===== config.mk =====
export PLATFORM = sky130hd
export DESIGN_NAME = prga_decrypt_fsm
export DESIGN_NICKNAME = d
export VERILOG_FILES = /design/src/rtl/rc4_pkg.sv /design/src/rtl/prga_decrypt_fsm.sv
export SDC_FILE = /design/constraint.sdc
export NUM_CORES = 1
export LEC_CHECK = 0
export ABC_AREA = 1
export CAP_MARGIN = 40
export CORE_UTILIZATION = 35
export DETAILED_ROUTE_END_ITERATION = 7
export PLACE_DENSITY_LB_ADDON = 0.15
export SLEW_MARGIN = 20
export SYNTH_ARGS = -nofsm -noshare
export SYNTH_HDL_FRONTEND = slang
export SYNTH_SLANG_ARGS = --single-unit

===== constraint.sdc =====
create_clock -name CLOCK_50 -period 3.2 [get_ports CLOCK_50]
set_clock_uncertainty 0.05 [all_clocks]
set_input_delay 0.8 -clock CLOCK_50 [delete_from_list [all_inputs] [get_ports CLOCK_50]]
set_output_delay 0.8 -clock CLOCK_50 [all_outputs]
set_load 0.03 [all_outputs]

===== src/rtl/rc4_pkg.sv =====
// Shared RC4 definitions: PRGA state encoding, byte widths and the Moore output
// decoder used to precompute the registered outputs of the decrypt FSM.
package rc4_pkg;

    localparam int S_ADDR_W = 8;
    localparam int BYTE_W   = 8;
    localparam int S_SIZE   = 256;

    typedef enum logic [3:0] {
        IDLE    = 4'd0,
        ADDR_SI = 4'd1,
        CAP_SI  = 4'd2,
        ADDR_SJ = 4'd3,
        CAP_SJ  = 4'd4,
        WR_I    = 4'd5,
        WR_J    = 4'd6,
        ADDR_F  = 4'd7,
        CAP_F   = 4'd8,
        WR_OUT  = 4'd9,
        NEXT    = 4'd10,
        DONE    = 4'd11
    } prga_state_t;

    typedef struct packed {
        logic [S_ADDR_W-1:0] s_address;
        logic [BYTE_W-1:0]   s_data;
        logic                s_wren;
        logic [S_ADDR_W-1:0] rom_address;
        logic [S_ADDR_W-1:0] out_address;
        logic [BYTE_W-1:0]   out_data;
        logic                out_wren;
        logic                busy;
        logic                finish;
    } prga_out_t;

    // Outputs that a given state and register set present to the memories.
    function automatic prga_out_t decode_outputs(
        input prga_state_t       st,
        input logic [BYTE_W-1:0] i,
        input logic [BYTE_W-1:0] j,
        input logic [BYTE_W-1:0] k,
        input logic [BYTE_W-1:0] si,
        input logic [BYTE_W-1:0] sj,
        input logic [BYTE_W-1:0] f,
        input logic [BYTE_W-1:0] enc
    );
        prga_out_t o;
        o = '0;
        if ((st == IDLE) || (st == DONE)) begin
            o.busy   = 1'b0;
            o.finish = (st == DONE);
        end else begin
            o.busy        = 1'b1;
            o.finish      = 1'b0;
            o.rom_address = k;
        end
        case (st)
            ADDR_SI: o.s_address = i;
            ADDR_SJ: o.s_address = j;
            WR_I: begin
                o.s_address = i;
                o.s_data    = sj;
                o.s_wren    = 1'b1;
            end
            WR_J: begin
                o.s_address = j;
                o.s_data    = si;
                o.s_wren    = 1'b1;
            end
            ADDR_F:  o.s_address = si + sj;
            WR_OUT: begin
                o.out_address = k;
                o.out_data    = f ^ enc;
                o.out_wren    = 1'b1;
            end
            default: o.s_wren = 1'b0;
        endcase
        return o;
    endfunction

endpackage


===== src/rtl/prga_decrypt_fsm.sv =====
// RC4 pseudo-random generation over S, XOR with message_rom and write of the
// plaintext into decrypted_ram; ten cycles per message byte.
import rc4_pkg::*;

module prga_decrypt_fsm #(
    parameter int MSG_LEN = 32
) (
    input  logic                CLOCK_50,
    input  logic                reset_n,
    input  logic                start,
    output logic [S_ADDR_W-1:0] s_address,
    output logic [BYTE_W-1:0]   s_data,
    output logic                s_wren,
    input  logic [BYTE_W-1:0]   s_q,
    output logic [S_ADDR_W-1:0] rom_address,
    input  logic [BYTE_W-1:0]   rom_q,
    output logic [S_ADDR_W-1:0] out_address,
    output logic [BYTE_W-1:0]   out_data,
    output logic                out_wren,
    output logic                busy,
    output logic                finish
);

    localparam logic [BYTE_W-1:0] K_LAST = BYTE_W'(MSG_LEN - 1);

    prga_state_t       state_q, state_d;
    logic [BYTE_W-1:0] i_q, i_d, j_q, j_d, k_q, k_d;
    logic [BYTE_W-1:0] si_q, si_d, sj_q, sj_d, f_q, f_d, enc_q, enc_d;
    prga_out_t         out_q, out_d;

    // Next-state and datapath register updates.
    always_comb begin
        state_d = state_q;
        i_d     = i_q;
        j_d     = j_q;
        k_d     = k_q;
        si_d    = si_q;
        sj_d    = sj_q;
        f_d     = f_q;
        enc_d   = enc_q;
        case (state_q)
            IDLE: begin
                if (start) begin
                    state_d = ADDR_SI;
                    i_d     = 8'd1;
                    j_d     = 8'd0;
                    k_d     = 8'd0;
                end else begin
                    state_d = IDLE;
                end
            end
            ADDR_SI: state_d = CAP_SI;
            CAP_SI: begin
                si_d    = s_q;
                j_d     = j_q + s_q;
                enc_d   = rom_q;
                state_d = ADDR_SJ;
            end
            ADDR_SJ: state_d = CAP_SJ;
            CAP_SJ: begin
                sj_d    = s_q;
                state_d = WR_I;
            end
            WR_I:    state_d = WR_J;
            WR_J:    state_d = ADDR_F;
            ADDR_F:  state_d = CAP_F;
            CAP_F: begin
                f_d     = s_q;
                state_d = WR_OUT;
            end
            WR_OUT:  state_d = NEXT;
            NEXT: begin
                if (k_q == K_LAST) begin
                    state_d = DONE;
                end else begin
                    k_d     = k_q + 8'd1;
                    i_d     = i_q + 8'd1;
                    state_d = ADDR_SI;
                end
            end
            DONE: begin
                if (start) begin
                    state_d = DONE;
                end else begin
                    state_d = IDLE;
                end
            end
            default: state_d = IDLE;
        endcase
    end

    // Outputs are decoded one cycle early so they leave the block from flops.
    always_comb begin
        out_d = decode_outputs(state_d, i_d, j_d, k_d, si_d, sj_d, f_d, enc_d);
    end

    // State, datapath and output registers with synchronous active-low reset.
    always_ff @(posedge CLOCK_50) begin
        if (!reset_n) begin
            state_q <= IDLE;
            i_q     <= 8'd0;
            j_q     <= 8'd0;
            k_q     <= 8'd0;
            si_q    <= 8'd0;
            sj_q    <= 8'd0;
            f_q     <= 8'd0;
            enc_q   <= 8'd0;
            out_q   <= '0;
        end else begin
            state_q <= state_d;
            i_q     <= i_d;
            j_q     <= j_d;
            k_q     <= k_d;
            si_q    <= si_d;
            sj_q    <= sj_d;
            f_q     <= f_d;
            enc_q   <= enc_d;
            out_q   <= out_d;
        end
    end

    assign s_address   = out_q.s_address;
    assign s_data      = out_q.s_data;
    assign s_wren      = out_q.s_wren;
    assign rom_address = out_q.rom_address;
    assign out_address = out_q.out_address;
    assign out_data    = out_q.out_data;
    assign out_wren    = out_q.out_wren;
    assign busy        = out_q.busy;
    assign finish      = out_q.finish;

endmodule


==> reports/summary.txt, run 1 <==
GRT overflow -> 0
number of synthesized register bits -> 104
Worst slew margin -> 53.6%
CORE AREA -> 13,400 µm²
Tot Pwr -> 3100 µW
# port buffers -> 62
DIE AREA -> 14,400 µm²
Worst-path clk slew -> 0.07 ns
worst min path class -> reg2reg
leading cell type in the layout, fill and taps excluded -> nand2_1
CP startpoint kind -> flip-flop
Antenna Nets Post-Route -> 0
syn_nets -> 713
I/O pins -> 63
initial antenna violation count -> 0
post-DP HPWL -> 9540 µm
Final Slew Violations -> 0
Yosys cell types -> 37
CTS tree -> yes
Inst Count DP -> 910
clock latency at the later pin of the worst-skew pair -> 0.36 ns
Die X-Extent -> 120 µm
crit-path max FO -> 14
GPL Wtd Cong -> 0.875
synthesized area -> 4880 µm²
pin slew with the least headroom to its limit -> 0.696 ns
Layout area overhead -> 23.6%
Total GRT Usage -> 18.6%
post-CTS setup buffers -> 0
status -> finished, final reports clean
critical path class -> reg2reg
Multi-input gate area -> 2370 µm²
Fmax -> 360 MHz
# setup viols final -> 0
initial core utilization -> 36.4%
PostCTS Resize Cnt -> 0
commonest cells after routing, fill and taps aside -> nand2_1, dfxtp_1, nor2_1
Final Hold Vio Count -> 0
vias in the first global route -> 4,259
Static Leak -> 0.00280 µW
non-filler cells, final -> 926
Syn Area/Cell -> 7.22 µm²
drc violations -> 0
Data required, critical path -> 3.39 ns
Core Rows -> 42
WL/cell -> 13.6 µm
Worst Path Arrival -> 2.96 ns
first-pass GRT wire length -> 20,900 µm
RSZ-0062 raised after global routing -> false
Initial DRC Count -> 216
H-tree depth -> 3
layout cells sized above 1 -> 8.27%
Final period util -> 86.7%
CTS root buf -> clkbuf_16
CP endpoint kind -> flip-flop
DRT Pass-1 Iters -> 5
fillers -> 1,359
sequential share of the synthesized area -> 42.6%
hold_buf cts -> 0
Syn Inst Count -> 676
Clock Path Buffers -> 2
Vias -> 4,363
largest net degree at the start of global routing -> 36
register area -> 2080 µm²
ANT cells -> 0
PD cells -> 513 nW/µm²
CTS Buf Count -> 9
vias per cell -> 4.71
final WL -> 12,600 µm
clock sinks -> 104
Worst VDD drop -> 0.385 mV
MaxCap Viol Count -> 0
height of the die -> 120 µm
post-route minimum period -> 2.77 ns
Final TNS setup -> 0 ns
nets -> 782
Synth Warn # -> 0
==> layer usage <==
metal  vias up  wire length (µm)  GRT usage [%]
met4         0               285           8.52
met5         -                 0              0
li1       2245                 -              -
met3        18               551           3.85
met1      1983              5640           21.8
met2       117              6130           32.3
==> area by class of cell <==
type | instances | share of cell area [%]
multi-input cells | 466 | 39.3
flip-flops and latches | 104 | 34.5
repair buffers | 73 | 11.7
inverters | 91 | 5.68
clock buffers | 10 | 3.96
well taps | 176 | 3.65
clock inverters | 6 | 1.24
==> critical path: stages, from the launching register on <==
cell	delay (ns)
dfxtp_1	0.38
nor2_1	0.21
nand2_1	0.39
o21ai_0	0.36
inv_1	0.11
ha_1	0.37
a21oi_1	0.11
or2_2	0.29
nand3_1	0.07
nand2_1	0.06
nand3_1	0.07
nand2_1	0.06
nor2_1	0.10
nor2_1	0.04
==> through the flow <==
step | hold WS, ns | util, % | area (µm²) | setup WS [ns]
after floorplan | 0.401 | - | 4880 | 0.812
after global placement | 0.414 | 42.7 | 5720 | 0.216
after detailed placement | 0.413 | 42.7 | 5720 | 0.188
after CTS | 0.425 | 45.0 | 6040 | 0.410
after global routing | 0.442 | 45.0 | 6040 | 0.0926
final | 0.426 | 45.0 | 6040 | 0.426
==> state kept, by name (all words and copies together), names as in the netlist <==
signal       flops
busy             1
enc_q            8
f_q              8
finish           1
i_q              8
j_q              8
k_q              8
out_address      8
out_data         8
out_wren         1
rom_address      8
s_address        8
s_data           8
s_wren           1
si_q             8
sj_q             8
state_q          4
==> power breakdown <==
| group | internal (µW) | switching [µW] | total, µW | leakage (µW) |
|---|---|---|---|---|
| clock network | 641 | 522 | 1160 | 0.000152 |
| registers | 1340 | 22.1 | 1360 | 0.000841 |
| logic | 201 | 370 | 571 | 0.00180 |
==> cell usage after synthesis <==
cell type / count / area share, %
fa_1: 2 / 0.82
o21ai_2: 1 / 0.18
nor3_1: 5 / 0.51
nand2_1: 175 / 13
nor4_1: 1 / 0.13
and3_1: 1 / 0.13
nand3_1: 31 / 3.2
buf_6: 2 / 0.46
xnor2_1: 1 / 0.18
nand2_4: 4 / 0.92
xor2_1: 11 / 2.0
nand4_1: 6 / 0.77
clkbuf_1: 6 / 0.46
buf_4: 2 / 0.31
clkinv_1: 1 / 0.077
nor3_4: 1 / 0.33
clkinv_2: 1 / 0.10
nor2_2: 5 / 0.64
inv_2: 6 / 0.46
o21bai_1: 1 / 0.15
a22oi_1: 3 / 0.46
nand2_2: 5 / 0.64
a21o_1: 1 / 0.15
buf_2: 4 / 0.41
mux2i_1: 15 / 3.1
o21ai_1: 5 / 0.51
buf_1: 1 / 0.077
inv_1: 83 / 6.4
nor2_1: 98 / 7.5
o21ai_0: 22 / 2.3
ha_1: 16 / 4.1
or2_2: 8 / 1.0
a21oi_1: 41 / 4.2
dfxtp_1: 104 / 43
nand3b_1: 3 / 0.46
and2_1: 1 / 0.13
nor2_4: 3 / 0.69
==> logic make-up after synthesis <==
kind of cell | after synthesis | share of synthesized area (%)
AO/OA/AOI/OAI | 74 | 7.92
buffers and inverters | 106 | 8.74
multiplexers | 15 | 3.08
flip-flops | 104 | 42.6
adder cells (fa/ha/maj) | 18 | 4.92
XOR/XNOR | 12 | 2.15
AND/OR/NAND/NOR | 347 | 30.5
==> final timing paths <==
| path | start | depth (start not counted) | endpoint | slack (ns) |
|---|---|---|---|---|
| worst min register to register | sj_q[4] | 2 | sj_q[4] | 0.43 |
| worst max-delay path | state_q[2] | 13 | s_address[6] | 0.43 |
| worst min-delay path | sj_q[4] | 2 | sj_q[4] | 0.43 |
| worst max register to register | state_q[2] | 13 | s_address[6] | 0.43 |
Power figures use the tool's default switching activity.
==> run 2, diff against run 1 <==
SLEW_MARGIN = unset   (was 20)
==> results of run 2 <==
Final layout, timing and power as in run 1 (identical DEF).
